<file path="src/rtl/press_pkg.sv">
// press_pkg: shared definitions for the press classifier.
//   KIND_SHORT / KIND_LONG : event kind encoding on the event stream
//   ch_idx_w(n)            : width of a channel index for n channels (min 1)
package press_pkg;

  localparam logic KIND_SHORT = 1'b0;
  localparam logic KIND_LONG  = 1'b1;

  function automatic int ch_idx_w(input int n);
    return (n > 1) ? $clog2(n) : 1;
  endfunction

endpackage

</file>
<file path="src/rtl/press_classifier_if.sv">
// press_classifier_if: classified-press event stream.
//   event_valid : an event is presented
//   event_ch    : channel of the presented event
//   event_long  : presented event is long (KIND_LONG) or short (KIND_SHORT)
//   event_ready : consumer accepts the event
// Handshake: an event transfers on a clock edge where event_valid && event_ready.
// While event_valid && !event_ready the source keeps event_valid high and holds
// event_ch, except that a newly pending lower-index channel may take priority.
interface press_classifier_if #(
  parameter int CH_W = 2
);
  logic            event_valid;
  logic [CH_W-1:0] event_ch;
  logic            event_long;
  logic            event_ready;

  modport master (output event_valid, output event_ch, output event_long, input event_ready);
  modport slave  (input event_valid, input event_ch, input event_long, output event_ready);
endinterface

</file>
<file path="src/rtl/press_channel.sv">
// press_channel: one button input.
//   2-FF synchroniser -> optional debounce -> press-length counter -> classify
//   on release.
//   Optional feature macro: PRESS_DEBOUNCE_EN (stability filter on the level).
// Ports:
//   clk, rst    : clock, async active-high reset
//   in          : raw asynchronous button level (1 = pressed)
//   short_o     : registered one-cycle pulse, short press released
//   long_o      : registered one-cycle pulse, long press released
//   held_o      : registered level, press currently held >= LONG_TICKS
//   rel_o       : combinational release strobe (same edge that loads the pulses)
//   rel_kind_o  : kind of that release (KIND_SHORT / KIND_LONG)
module press_channel
  import press_pkg::*;
#(
  parameter int LONG_TICKS     = 150_000_000,
  parameter int DEBOUNCE_TICKS = 500_000
) (
  input  logic clk,
  input  logic rst,
  input  logic in,
  output logic short_o,
  output logic long_o,
  output logic held_o,
  output logic rel_o,
  output logic rel_kind_o
);

  localparam int CNT_W = $clog2(LONG_TICKS + 1);
  localparam logic [CNT_W-1:0] CNT_MAX = CNT_W'(LONG_TICKS);

  logic s1_q, s1_d, s2_q, s2_d;
  logic lvl;
  logic lvl_dly_q, lvl_dly_d;
  logic [CNT_W-1:0] cnt_q, cnt_d;
  logic short_q, short_d, long_q, long_d, held_q, held_d;
  logic is_long;

`ifdef PRESS_DEBOUNCE_EN
  localparam int DB_W = $clog2(DEBOUNCE_TICKS + 1);
  logic            filt_q, filt_d;
  logic [DB_W-1:0] db_cnt_q, db_cnt_d;

  // The accepted level follows s2 only after s2 has disagreed with it for
  // DEBOUNCE_TICKS consecutive cycles; any agreement restarts the count.
  always_comb begin
    filt_d   = filt_q;
    db_cnt_d = '0;
    if (s2_q != filt_q) begin
      if (db_cnt_q == DB_W'(DEBOUNCE_TICKS - 1)) begin
        filt_d = s2_q;
      end else begin
        db_cnt_d = db_cnt_q + 1'b1;
      end
    end
  end

  always_ff @(posedge clk or posedge rst) begin
    if (rst) begin
      filt_q   <= 1'b0;
      db_cnt_q <= '0;
    end else begin
      filt_q   <= filt_d;
      db_cnt_q <= db_cnt_d;
    end
  end

  assign lvl = filt_q;
`else
  assign lvl = s2_q;
`endif

  // The counter saturates at LONG_TICKS, so "count >= LONG_TICKS" is an equality.
  assign is_long    = (cnt_q == CNT_MAX);
  assign rel_o      = lvl_dly_q & ~lvl;
  assign rel_kind_o = is_long ? KIND_LONG : KIND_SHORT;

  always_comb begin
    s1_d      = in;
    s2_d      = s1_q;
    lvl_dly_d = lvl;
    cnt_d     = '0;
    if (lvl) begin
      cnt_d = is_long ? cnt_q : cnt_q + 1'b1;
    end
    short_d = rel_o & ~is_long;
    long_d  = rel_o & is_long;
    held_d  = lvl & is_long;
  end

  always_ff @(posedge clk or posedge rst) begin
    if (rst) begin
      s1_q      <= 1'b0;
      s2_q      <= 1'b0;
      lvl_dly_q <= 1'b0;
      cnt_q     <= '0;
      short_q   <= 1'b0;
      long_q    <= 1'b0;
      held_q    <= 1'b0;
    end else begin
      s1_q      <= s1_d;
      s2_q      <= s2_d;
      lvl_dly_q <= lvl_dly_d;
      cnt_q     <= cnt_d;
      short_q   <= short_d;
      long_q    <= long_d;
      held_q    <= held_d;
    end
  end

  assign short_o = short_q;
  assign long_o  = long_q;
  assign held_o  = held_q;

endmodule

</file>
<file path="src/rtl/press_classifier.sv">
// press_classifier: CHANNELS button inputs classified as short/long presses.
//   Per-channel pulses plus a single event stream of pending presses,
//   presented lowest channel first.
//   Optional feature macro: PRESS_DEBOUNCE_EN (debounce filter per channel).
// Ports:
//   clk, rst : clock, async active-high reset
//   in       : raw button levels, 1 = pressed
//   short_o  : per-channel one-cycle pulse, short press released
//   long_o   : per-channel one-cycle pulse, long press released
//   held_o   : per-channel level, press held >= LONG_TICKS
//   ovf_o    : sticky, a pending event was overwritten before consumption
//   ev       : event stream (valid/ready), master side
module press_classifier
  import press_pkg::*;
#(
  parameter int CHANNELS       = 4,
  parameter int LONG_TICKS     = 150_000_000,
  parameter int DEBOUNCE_TICKS = 500_000
) (
  input  logic                clk,
  input  logic                rst,
  input  logic [CHANNELS-1:0] in,
  output logic [CHANNELS-1:0] short_o,
  output logic [CHANNELS-1:0] long_o,
  output logic [CHANNELS-1:0] held_o,
  output logic                ovf_o,
  press_classifier_if.master  ev
);

  localparam int CH_W = ch_idx_w(CHANNELS);

  logic [CHANNELS-1:0] rel, rel_kind;
  logic [CHANNELS-1:0] pending_q, pending_d, kind_q, kind_d, clr;
  logic                ovf_q, ovf_d;
  logic [CH_W-1:0]     sel;
  logic                any_pending;

  for (genvar g = 0; g < CHANNELS; g++) begin : g_ch
    press_channel #(
      .LONG_TICKS     (LONG_TICKS),
      .DEBOUNCE_TICKS (DEBOUNCE_TICKS)
    ) u_ch (
      .clk        (clk),
      .rst        (rst),
      .in         (in[g]),
      .short_o    (short_o[g]),
      .long_o     (long_o[g]),
      .held_o     (held_o[g]),
      .rel_o      (rel[g]),
      .rel_kind_o (rel_kind[g])
    );
  end

  assign any_pending = |pending_q;

  // Lowest pending index wins; scanning downward leaves the lowest one in sel.
  always_comb begin
    sel = '0;
    for (int i = CHANNELS - 1; i >= 0; i--) begin
      if (pending_q[i]) sel = CH_W'(i);
    end
  end

  // A release in the same cycle as the handshake on that channel wins the
  // pending bit and is not an overflow, since the old event was consumed.
  always_comb begin
    clr = '0;
    if (any_pending && ev.event_ready) clr[sel] = 1'b1;
    pending_d = (pending_q & ~clr) | rel;
    for (int i = 0; i < CHANNELS; i++) begin
      kind_d[i] = rel[i] ? rel_kind[i] : kind_q[i];
    end
    ovf_d = ovf_q | (|(rel & pending_q & ~clr));
  end

  always_ff @(posedge clk or posedge rst) begin
    if (rst) begin
      pending_q <= '0;
      kind_q    <= '0;
      ovf_q     <= 1'b0;
    end else begin
      pending_q <= pending_d;
      kind_q    <= kind_d;
      ovf_q     <= ovf_d;
    end
  end

  assign ev.event_valid = any_pending;
  assign ev.event_ch    = sel;
  assign ev.event_long  = kind_q[sel];
  assign ovf_o          = ovf_q;

endmodule

</file>
<file path="src/flat_wrapper.sv">
// flat-port wrapper written by rule: the top's interface ports become plain ports
module press_classifier_flat import press_pkg::*;
#(
  parameter int CHANNELS       = 4,
  parameter int LONG_TICKS     = 150_000_000,
  parameter int DEBOUNCE_TICKS = 500_000
)
  (clk, rst, in, short_o, long_o, held_o, ovf_o, ev_event_valid, ev_event_ch, ev_event_long, ev_event_ready);
  press_classifier_if #(.CH_W((2))) ev_i ();
  input  logic clk;
  input  logic rst;
  input  logic [CHANNELS-1:0] in;
  output logic [CHANNELS-1:0] short_o;
  output logic [CHANNELS-1:0] long_o;
  output logic [CHANNELS-1:0] held_o;
  output logic ovf_o;
  output wire logic [$bits(ev_i.event_valid)-1:0] ev_event_valid;
  output wire logic [$bits(ev_i.event_ch)-1:0] ev_event_ch;
  output wire logic [$bits(ev_i.event_long)-1:0] ev_event_long;
  input wire logic [$bits(ev_i.event_ready)-1:0] ev_event_ready;
  assign ev_event_valid = ev_i.event_valid;
  assign ev_event_ch = ev_i.event_ch;
  assign ev_event_long = ev_i.event_long;
  assign ev_i.event_ready = ev_event_ready;
  press_classifier #(.CHANNELS(CHANNELS), .LONG_TICKS(LONG_TICKS), .DEBOUNCE_TICKS(DEBOUNCE_TICKS)) u_core (.clk(clk), .rst(rst), .in(in), .short_o(short_o), .long_o(long_o), .held_o(held_o), .ovf_o(ovf_o), .ev(ev_i));
endmodule
</file>
<file path="config.mk">
export PLATFORM = sky130hd
export DESIGN_NAME = press_classifier_flat
export DESIGN_NICKNAME = d
export VERILOG_FILES = /design/src/rtl/press_pkg.sv /design/src/rtl/press_classifier_if.sv /design/src/rtl/press_channel.sv /design/src/rtl/press_classifier.sv /design/src/flat_wrapper.sv
export SDC_FILE = /design/constraint.sdc
export NUM_CORES = 1
export LEC_CHECK = 0
export ABC_CLOCK_PERIOD_IN_PS = 9200
export BUFFER_PORTS_ARGS = -buffer_cell sky130_fd_sc_hd__buf_2
export CAP_MARGIN = 15
export CORE_MARGIN = 2
export CORE_UTILIZATION = 36
export DETAILED_ROUTE_END_ITERATION = 10
export PLACE_DENSITY = 0.59
export SLEW_MARGIN = 20
export SYNTH_ARGS = -nofsm -noshare
export SYNTH_HDL_FRONTEND = slang
export SYNTH_SLANG_ARGS = --single-unit
</file>
<file path="constraint.sdc">
create_clock -name clk -period 9.2 [get_ports clk]
set_input_delay 1.84 -clock clk [delete_from_list [all_inputs] [get_ports clk]]
set_output_delay 1.84 -clock clk [all_outputs]
set_load 0.005 [all_outputs]
</file>
==> metrics.cfg, run 1 <==
[route]
vias_per_cell=5.42
wl_per_cell_um=15.0
vias=5666
drt_iter0_markers=429
antenna_left=0
wl_mm=15.7
drc=0
firstDrtPassIters=6

[logic_synthesis]
ys_seq_area_share_pct=49.7
ys_ff_latch=145
syn_avg_cell_area_um2=9.54
async_flop_share_pct=100
synthCells=765
yosys-top-cells-area=dfrtp_1 (50%), a21oi_1 (4.6%), or4_1 (3.8%)
synth_top_flop_cell=dfrtp_1
synth_nets=780
netlist_area_mm2=0.00730
synth_edf_count=0
synth.distinct_cells=49
ys_warn_count=0
yosysTopAreaCell=dfrtp_1
synth_top_area_share_pct=49.7

[finish]
layout.nets=777
final_cell_mix=dfrtp_1 (145), a21oi_1 (67), nor2_1 (58)
area_growth_pct=11.3
layout_commonest_cell=dfrtp_1
diodes=0
drive_gt1_share_pct=8.13

[power]
ir_worst_vdd_v=0.000133
p_per_area_mw_per_mm2=172
p_comb_share_pct=3.6
swShare_pct=23.1
p_int_w=0.00108
power_frac_seq_pct=47.1
power.share.clock_pct=49.3
p_switching_w=0.000323
p_leak_nw=3.20
total_power_w=0.00140

[setup_path]
crit_required_ns=7.36
critPathKind=reg -> out
cp-start-kind=flop
path_max_fanout=5
end_kind=primary output
arrival_ns=1.53

[floorplanning]
row_count=52
die_x_um=146
core_mm2=0.0200
die_area_mm2=0.0214
io_pins=24
start_util_pct=36.4
fp.dieH_um=146

[flow_run]
drv_cap=0

[grt]
grt_pass1_vias=5341
grt_overflow_total=0
antenna_found_initial=0
grt_use_total_pct=15.3
grt_pass1_wl_mm=26.7
grt_start_max_net_pins=89

[clock_network]
clk_pin_slew_worst_paths_ns=0.06
numCtsBuffers=17
cts_hold_buffers=0
cts_tree=built
cts_setup_buffers=0
clock-sinks=145
htreeDepth=4
max-clock-path-buffers=2
cts_resized=0
clock_latency_ns=0.42
root_buffer=clkbuf_16

[sta]
fin_skew_ns=0.00889
drv_slew=0
relSlewSlack_pct=36.3
rsz0062_at_grt=false
finalSetupViolCount=0
finalSetupTns_ns=0
max_freq_mhz=297
fin_crit_ns=3.37
hold_viol=0
worstMarginPinSlew_ns=0.955
fin_crit_sh_pct=36.6
setup_ws_ns=5.83

[placement]
place_hpwl_mm=10.2
io_buffers=23
place.gp.congestion=0.769
pre_cts_slack_ns=5.80

[run_status]
outcome=finished, final reports clean

[min_path]
hold_path_class=reg -> reg

[metal layers]
layer / share of wire [%] / wire length, um / track usage [%]
met1: 49 / 7750 / 21.6
met2: 46 / 7210 / 23.5
met3: 3.2 / 501 / 3.09
met4: 1.7 / 261 / 5.58
met5: 0 / 0 / 0
[power groups by stage]
| stage | clock network [W] | logic [W] | registers [W] |
|---|---|---|---|
| 3_5_place_dp | 0 | 0.0000524 | 0.000670 |
| 5_1_grt | 0.000737 | 0.0000601 | 0.000661 |
| 6_report | 0.000691 | 0.0000506 | 0.000659 |
| 3_3_place_gp | 0 | 0.0000519 | 0.000670 |
| 4_1_cts | 0.000712 | 0.0000526 | 0.000659 |
| 2_1_floorplan | 0 | 0.0000373 | 0.000667 |
[worst max-delay path: stages, from the launching register on]
cell      delay (ns)
dfrtp_1         0.41
nor2b_1         0.16
a221oi_1        0.29
o32ai_1         0.12
buf_2           0.14
[final timing paths]
check,from,end,slack (ns),cells after the start
worst min register to register,u_core.g_ch[3].u_ch.s1_q,u_core.g_ch[3].u_ch.lvl,0.35,0
worst max register to register,u_core.g_ch[3].u_ch.cnt_q[1],u_core.g_ch[3].u_ch.cnt_q[26],6.84,5
min in group asynchronous,rst,u_core.g_ch[1].u_ch.cnt_q[2],1.59,2
max in group asynchronous,rst,u_core.g_ch[2].u_ch.cnt_q[19],6.35,3
worst min-delay path,u_core.g_ch[3].u_ch.s1_q,u_core.g_ch[3].u_ch.lvl,0.35,0
worst max-delay path,u_core.pending_q[3],ev_event_long,5.83,4
[synth_stat cells (2+ instances only)]
cell type	count
dfrtp_1	145
a21oi_1	67
nor2_1	58
nand2_1	44
nand3_1	41
or4_1	37
nand4_1	36
o21ai_0	34
inv_1	30
o31ai_1	30
clkbuf_1	24
nor3_1	24
or3_1	24
xnor2_1	24
xor2_1	19
and4_1	18
nor4_1	16
and3_1	13
buf_4	13
nand2b_1	9
ha_1	8
nor4b_1	6
nor2b_1	5
buf_1	4
buf_2	4
mux2i_1	4
and2_1	2
nor4bb_1	2
o211ai_1	2
or3_2	2
or4bb_1	2
[state kept, by name, summed over array words and instances, names as in the netlist]
register                    count
u_core.kind_q                   4
u_core.ovf_o                    1
u_core.g_ch.u_ch.s1_q           4
u_core.g_ch.u_ch.short_o        4
u_core.g_ch.u_ch.lvl            4
u_core.pending_q                4
u_core.g_ch.u_ch.cnt_q        112
u_core.g_ch.u_ch.held_o         4
u_core.g_ch.u_ch.lvl_dly_q      4
u_core.g_ch.u_ch.long_o         4
[layout make-up]
cell class / instances / area (um^2)
Timing Repair Buffer: 24 / 123
Tap cell: 270 / 338
Clock inverter: 11 / 133
Inverter: 31 / 121
Fill cell: 2053 / 11900
Sequential cell: 145 / 3630
Multi-Input combinational cell: 543 / 3320
Clock buffer: 21 / 460
[per-stage QoR]
step,hold WS (ns),utilization (%),std cells,instance area (um^2)
after global placement,0.335,37.6,1013,7530
final,0.353,40.5,1045,8120
after floorplan,0.331,-,765,7300
after global routing,0.362,40.5,1045,8120
after CTS,0.355,40.5,1045,8120
after detailed placement,0.336,37.6,1013,7530
[kinds of logic (layout without fill, tap and decap cells)]
family | after synthesis | count (layout) | share of synthesized area [%]
fa+ha+maj | 8 | 8 | 1.37
mux | 4 | 4 | 0.549
buf+inv | 77 | 87 | 4.80
compound gates | 141 | 141 | 11.2
xor+xnor | 43 | 43 | 5.16
simple gates | 347 | 347 | 27.2
flops | 145 | 145 | 49.7
Note: power is estimated with default switching activity, not from simulation.
==> run 2, diff against run 1 <==
--- a/config.mk
+++ b/config.mk
@@ -5,13 +5,13 @@
 export SDC_FILE = /design/constraint.sdc
 export NUM_CORES = 1
 export LEC_CHECK = 0
-export ABC_CLOCK_PERIOD_IN_PS = 9200
+export ABC_CLOCK_PERIOD_IN_PS = 2900
 export BUFFER_PORTS_ARGS = -buffer_cell sky130_fd_sc_hd__buf_2
 export CAP_MARGIN = 15
 export CORE_MARGIN = 2
 export CORE_UTILIZATION = 36
 export DETAILED_ROUTE_END_ITERATION = 10
-export PLACE_DENSITY = 0.59
+export PLACE_DENSITY = 0.61
 export SLEW_MARGIN = 20
 export SYNTH_ARGS = -nofsm -noshare
 export SYNTH_HDL_FRONTEND = slang
==> constraint.sdc (replaced) <==
create_clock -name clk -period 2.9 [get_ports clk]
set_input_delay 0.58 -clock clk [delete_from_list [all_inputs] [get_ports clk]]
set_output_delay 0.58 -clock clk [all_outputs]
set_load 0.005 [all_outputs]
==> run 2 against run 1 <==
  * Sequential power increased to 3.2 times the previous value
  * First-iteration DRC count rose by 2.3%
  * Design area grew 1.5%
  * Setup slack got worse by 5.3 ns
  * Clock power grew to 3.5 times the previous value
  * Combinational power rose to 3.3 times the previous value
  * Critical path type unchanged
  * Largest cell class unchanged
  * Largest power group unchanged
==> metrics.cfg, run 2 (synthesized netlist as in run 1, its figures left out) <==
[run_status]
outcome=finished, final reports clean

[clock_network]
max-clock-path-buffers=2  ; unchanged
cts_hold_buffers=0  ; unchanged
clock_latency_ns=0.43  ; about the same
cts_resized=0  ; unchanged
clk_pin_slew_worst_paths_ns=0.06  ; about the same
numCtsBuffers=17  ; unchanged
clock-sinks=145  ; unchanged
root_buffer=clkbuf_16
cts_tree=built
cts_setup_buffers=0  ; unchanged
htreeDepth=4  ; unchanged

[finish]
diodes=0  ; unchanged
largest-register=u_core.g_ch.u_ch.cnt_q
final_cell_mix=dfrtp_1 (145), a21oi_1 (67), nor2_1 (58)
fillers=2012  ; -2.0%
largest_reg_flops=112  ; unchanged
drive_gt1_share_pct=8.97  ; +0.85 points
layout_commonest_cell=dfrtp_1
area_growth_pct=13.0
fin_util_pct=41.1  ; +0.62 points
layout.nets=783  ; +0.77%

[route]
firstDrtPassIters=4  ; -2
vias=5704  ; +0.67%
antenna_left=0  ; unchanged
wl_mm=15.4  ; -2.1%
drc=0  ; unchanged
drt_iter0_markers=439  ; +2.3%
wl_per_cell_um=14.7  ; -2.6%
vias_per_cell=5.43  ; +0.19%

[placement]
place.gp.congestion=0.820  ; +6.7%
io_buffers=23  ; unchanged
place_hpwl_mm=10.2  ; -0.36%

[grt]
grt_overflow_total=0  ; unchanged
met2_usage_pct=23.5  ; -0.024 points
busiest_layer=met2
grt_pass1_vias=5341  ; unchanged
grt_start_max_net_pins=71  ; -20%
use_met3_pct=3.34  ; +0.25 points
antenna_found_initial=0  ; unchanged
grt_pass1_wl_mm=26.3  ; -1.4%
gr-usage-met1_pct=20.5  ; -1.0 points
grt_use_total_pct=15.0  ; -0.29 points

[power]
p_leak_nw=3.27  ; +2.1%
total_power_w=0.00471  ; +240%
ir_worst_vdd_v=0.000425  ; +220%
p_per_area_mw_per_mm2=571  ; +230%

[setup_path]
path_max_fanout=6  ; +1
crit_required_ns=2.32  ; -5.04 ns
arrival_ns=1.80  ; +0.27 ns
cp-start-kind=flop
critPathKind=reg -> out
crit_start=u_core.pending_q[2]
end_kind=primary output
rr_startpoint=u_core.g_ch[3].u_ch.cnt_q[1]

[sta]
worstMarginPinSlew_ns=0.926  ; -0.0290 ns
max_freq_mhz=421
relSlewSlack_pct=38.2  ; +1.9 points
finalSetupTns_ns=0  ; unchanged
fin_crit_ns=2.38
rsz0062_at_grt=false
fin_skew_ns=0.00599  ; -0.00291 ns
finalSetupViolCount=0  ; unchanged
fin_crit_sh_pct=82.0
drv_slew=0  ; unchanged
hold_viol=0  ; unchanged

[floorplanning]
fp.dieH_um=146  ; unchanged
die_area_mm2=0.0214  ; unchanged
die_x_um=146  ; unchanged
row_count=52  ; unchanged
io_pins=24  ; unchanged
core_mm2=0.0200  ; unchanged
start_util_pct=36.4  ; unchanged

[min_path]
hold_path_class=in -> async

[flow_run]
drv_cap=0  ; unchanged

[run 2: worst max-delay path, cell delays in order (launching register included)]
cell and delay, ns:
dfrtp_1 0.43, nor2b_1 0.17, a221oi_1 0.09, o32ai_1 0.47, buf_2 0.21
[run 2: per-layer routing]
layer	vias up	wire (um)
met4	0	289
met3	25	490
li1	2793	-
met2	74	7110
met5	-	0
met1	2812	7490
[run 2: final timing paths]
check	endpoint	slack, ns	cells past startpoint
setup / recovery	ev_event_long	0.52	4
hold / removal	u_core.g_ch[1].u_ch.cnt_q[19]	0.25	3
setup reg to reg	u_core.g_ch[3].u_ch.cnt_q[24]	0.60	5
hold reg to reg	u_core.g_ch[3].u_ch.lvl	0.34	0
max in group asynchronous	u_core.g_ch[3].u_ch.cnt_q[18]	2.14	3
min in group clk	u_core.g_ch[1].u_ch.s1_q	0.26	1
[run 2: where the power goes]
group | internal [W] | leakage (nW) | total [W] | switching (W)
clock | 0.00161 | 0.321 | 0.00245 | 0.000840
sequential | 0.00206 | 1.97 | 0.00209 | 0.0000348
combinational | 0.0000506 | 0.979 | 0.000169 | 0.000118
[run 2: final cells by class]
class | count | area (um^2) | area share [%]
Multi-Input combinational cell | 543 | 3320 | 40.2
Timing Repair Buffer | 30 | 180 | 2.19
Tap cell | 270 | 338 | 4.10
Clock inverter | 10 | 180 | 2.19
Inverter | 31 | 120 | 1.46
Sequential cell | 145 | 3630 | 44.0
Clock buffer | 21 | 480 | 5.83
[run 2: through the flow]
step	setup slack (ns)	cell area, um^2	hold WS, ns	std cells
after floorplan	0.501	7300	0.331	765
after global placement	0.664	7580	0.334	1019
after detailed placement	0.598	7580	0.336	1019
after CTS	0.545	8240	0.231	1050
after global routing	0.426	8240	0.242	1050
final	0.523	8240	0.249	1050
==> run 3, diff against run 2 <==
--- a/config.mk
+++ b/config.mk
@@ -5,7 +5,8 @@
 export SDC_FILE = /design/constraint.sdc
 export NUM_CORES = 1
 export LEC_CHECK = 0
-export ABC_CLOCK_PERIOD_IN_PS = 2900
+export ABC_AREA = 1
+export ABC_CLOCK_PERIOD_IN_PS = 2000
 export BUFFER_PORTS_ARGS = -buffer_cell sky130_fd_sc_hd__buf_2
 export CAP_MARGIN = 15
 export CORE_MARGIN = 2
==> constraint.sdc (replaced) <==
create_clock -name clk -period 2 [get_ports clk]
set_input_delay 0.4 -clock clk [delete_from_list [all_inputs] [get_ports clk]]
set_output_delay 0.4 -clock clk [all_outputs]
set_load 0.005 [all_outputs]
==> run 3 against run 2 <==
  * Critical path depth is the same
  * Sequential share of layout area fell by 6.8 points
  * Area after synthesis rose by 17%
  * Register-to-register slack lost 0.15 ns
  * Cell count is 57% higher
  * Hold slack got worse by 0.18 ns
  * First-iteration DRC count is 21% higher
  * Critical endpoint unchanged
==> metrics.cfg, run 3 <==
[floorplanning]
die_area_mm2=0.0250  ; +17%
fp.dieH_um=158  ; +8.1%
die_x_um=158  ; +8.1%
core_mm2=0.0234  ; +17%
io_pins=24  ; unchanged
row_count=56  ; +7.7%
start_util_pct=36.6  ; +0.18 points

[logic_synthesis]
synth.distinct_cells=33  ; -33%
synthCells=1286  ; +68%
synth_edf_count=0  ; unchanged
netlist_area_mm2=0.00856  ; +17%
synth_top_area_share_pct=42.4  ; -7.4 points
ys_ff_latch=145  ; unchanged
yosys-top-cells-area=dfrtp_1 (42%), nand2_1 (17%), nor2_1 (13%)
yosysTopAreaCell=dfrtp_1
ys_warn_count=0  ; unchanged
synth_nets=1301  ; +67%
synth_top_flop_cell=dfrtp_1
syn_avg_cell_area_um2=6.66  ; -30%
synth_common_cells=nand2_1 (399), nor2_1 (290), inv_1 (151), dfrtp_1 (145), nand3_1 (76)
ys_seq_area_share_pct=42.4  ; -7.4 points
async_flop_share_pct=100  ; unchanged
synth.most_common_cell=nand2_1

[sta]
whs_ns=0.0707  ; -0.178 ns
finalSetupViolCount=0  ; unchanged
fin_crit_ns=1.92
finalSetupTns_ns=0  ; unchanged
rsz0062_at_grt=false
fin_skew_ns=0.00840  ; +0.00242 ns
hold_viol=0  ; unchanged
max_freq_mhz=521
worstMarginPinSlew_ns=0.634  ; -0.292 ns
fin_crit_sh_pct=96.0
drv_slew=0  ; unchanged
relSlewSlack_pct=57.6  ; +19 points

[setup_path]
reg2reg_to=u_core.g_ch[0].u_ch.cnt_q[16]
cp-start-kind=flop
critPathKind=reg -> out
end_kind=primary output
crit_required_ns=1.60  ; -0.72 ns
path_max_fanout=4  ; -2
rr_startpoint=u_core.g_ch[0].u_ch.cnt_q[0]
r2r_slack_ns=0.45  ; -0.15 ns
reg2reg_depth=9  ; +4
arrival_ns=1.52  ; -0.28 ns

[power]
p_leak_nw=4.27  ; +31%
p_per_area_mw_per_mm2=704  ; +23%
ir_worst_vdd_v=0.000522  ; +23%

[grt]
grt_overflow_total=0  ; unchanged
grt_start_max_net_pins=35  ; -51%
antenna_found_initial=0  ; unchanged
grt_use_total_pct=17.5  ; +2.5 points
grt_pass1_wl_mm=34.9  ; +33%
grt_pass1_vias=7443  ; +39%

[min_path]
hold_path_class=in -> async

[placement]
place_hpwl_mm=15.4  ; +52%
io_buffers=23  ; unchanged
place.gp.congestion=0.897  ; +9.4%

[run_status]
outcome=finished, final reports clean

[finish]
diodes=0  ; unchanged
largest-register=u_core.g_ch.u_ch.cnt_q
largest_reg_flops=112  ; unchanged
fillers=2462  ; +22%
drive_gt1_share_pct=9.46  ; +0.49 points
layout.nets=1334  ; +70%
layout_commonest_cell=nand2_1
area_growth_pct=14.0
final_cell_mix=nand2_1 (399), nor2_1 (288), inv_1 (149)

[route]
drc=0  ; unchanged
vias=7697  ; +35%
wl_mm=20.4  ; +33%
wl_per_cell_um=12.4  ; -16%
vias_per_cell=4.66  ; -14%
firstDrtPassIters=5  ; +1
antenna_left=0  ; unchanged
drt_iter0_markers=532  ; +21%

[clock_network]
clk_pin_slew_worst_paths_ns=0.06  ; about the same
cts_hold_buffers=0  ; unchanged
root_buffer=clkbuf_16
clock_latency_ns=0.43  ; about the same
clock-sinks=145  ; unchanged
cts_tree=built
numCtsBuffers=17  ; unchanged
max-clock-path-buffers=2  ; unchanged
htreeDepth=4  ; unchanged

[flow_run]
drv_cap=0  ; unchanged

[run 3: layer usage]
metal | part of all wire [%] | vias up | routed length (um) | track usage [%]
met5 | 0 | - | 0 | 0
met4 | 0.87 | 0 | 178 | 4.20
met3 | 2.8 | 12 | 581 | 3.15
met2 | 48 | 106 | 9800 | 29.9
met1 | 48 | 3563 | 9860 | 23.0
li1 | - | 4016 | - | -
[run 3: logic make-up (layout without fill, tap and decap cells)]
group / count (synthesis) / in the layout / share of synthesized area (%)
DFF: 145 / 145 / 42.4
adders and majority gates: 8 / 8 / 1.17
xor gates and xnor gates: 11 / 11 / 1.13
and+or+nand+nor: 850 / 850 / 41.5
AOI/OAI and AO/OA: 88 / 88 / 5.23
buffers and inverters: 184 / 230 / 8.64
[run 3: critical path, cell delays in order, from the launching register on]
cell and delay [ns]:
dfrtp_2 0.45, nor2_4 0.16, o21ai_2 0.09, a31o_2 0.27
buf_2 0.13
[run 3: worst max path at each step]
stage                              from                      endpoint
finish              u_core.pending_q[1]                 ev_event_long
global route        u_core.pending_q[3]                 ev_event_long
CTS                 u_core.pending_q[2]                 ev_event_long
detailed placement  u_core.pending_q[1]                 ev_event_long
global placement    u_core.pending_q[1]                 ev_event_long
floorplan                           rst  u_core.g_ch[0].u_ch.cnt_q[0]
[run 3: power by group]
| part | switching [W] | total [W] | internal [W] | leakage [nW] |
|---|---|---|---|---|
| sequential | 0.0000713 | 0.00307 | 0.00300 | 1.96 |
| combinational | 0.000264 | 0.000409 | 0.000145 | 2.03 |
| clock | 0.00130 | 0.00339 | 0.00209 | 0.290 |
| total | 0.00164 | 0.00687 | 0.00523 | 4.27 |
[run 3: layout make-up]
| cell class | count | area (um^2) | share of cell area, % |
|---|---|---|---|
| clock buffers | 19 | 433 | 4.43 |
| clock inverters | 13 | 186 | 1.91 |
| inverters | 162 | 613 | 6.28 |
| multi-input cells | 957 | 4220 | 43.3 |
| flip-flops and latches | 145 | 3630 | 37.2 |
| well taps | 319 | 399 | 4.09 |
| repair buffers | 36 | 275 | 2.82 |
[run 3: repair_timing]
item	CTS	global route
resized for setup	4	10
pin swaps	0	1
setup buffers	0	1
endpoints found under the setup margin	1	1
[run 3: per-stage QoR]
stage                     instances  worst slack (ns)  power, W  instance area (um^2)  util (%)
after floorplan                1286            -0.219   0.00334                  8570         -
after global placement         1618             0.440   0.00349                  9100      38.9
after detailed placement       1618             0.375   0.00350                  9100      38.9
after CTS                      1650            0.0252   0.00691                  9730      41.6
after global routing           1651            0.0216   0.00716                  9760      41.7
final                          1651            0.0804   0.00687                  9760      41.7
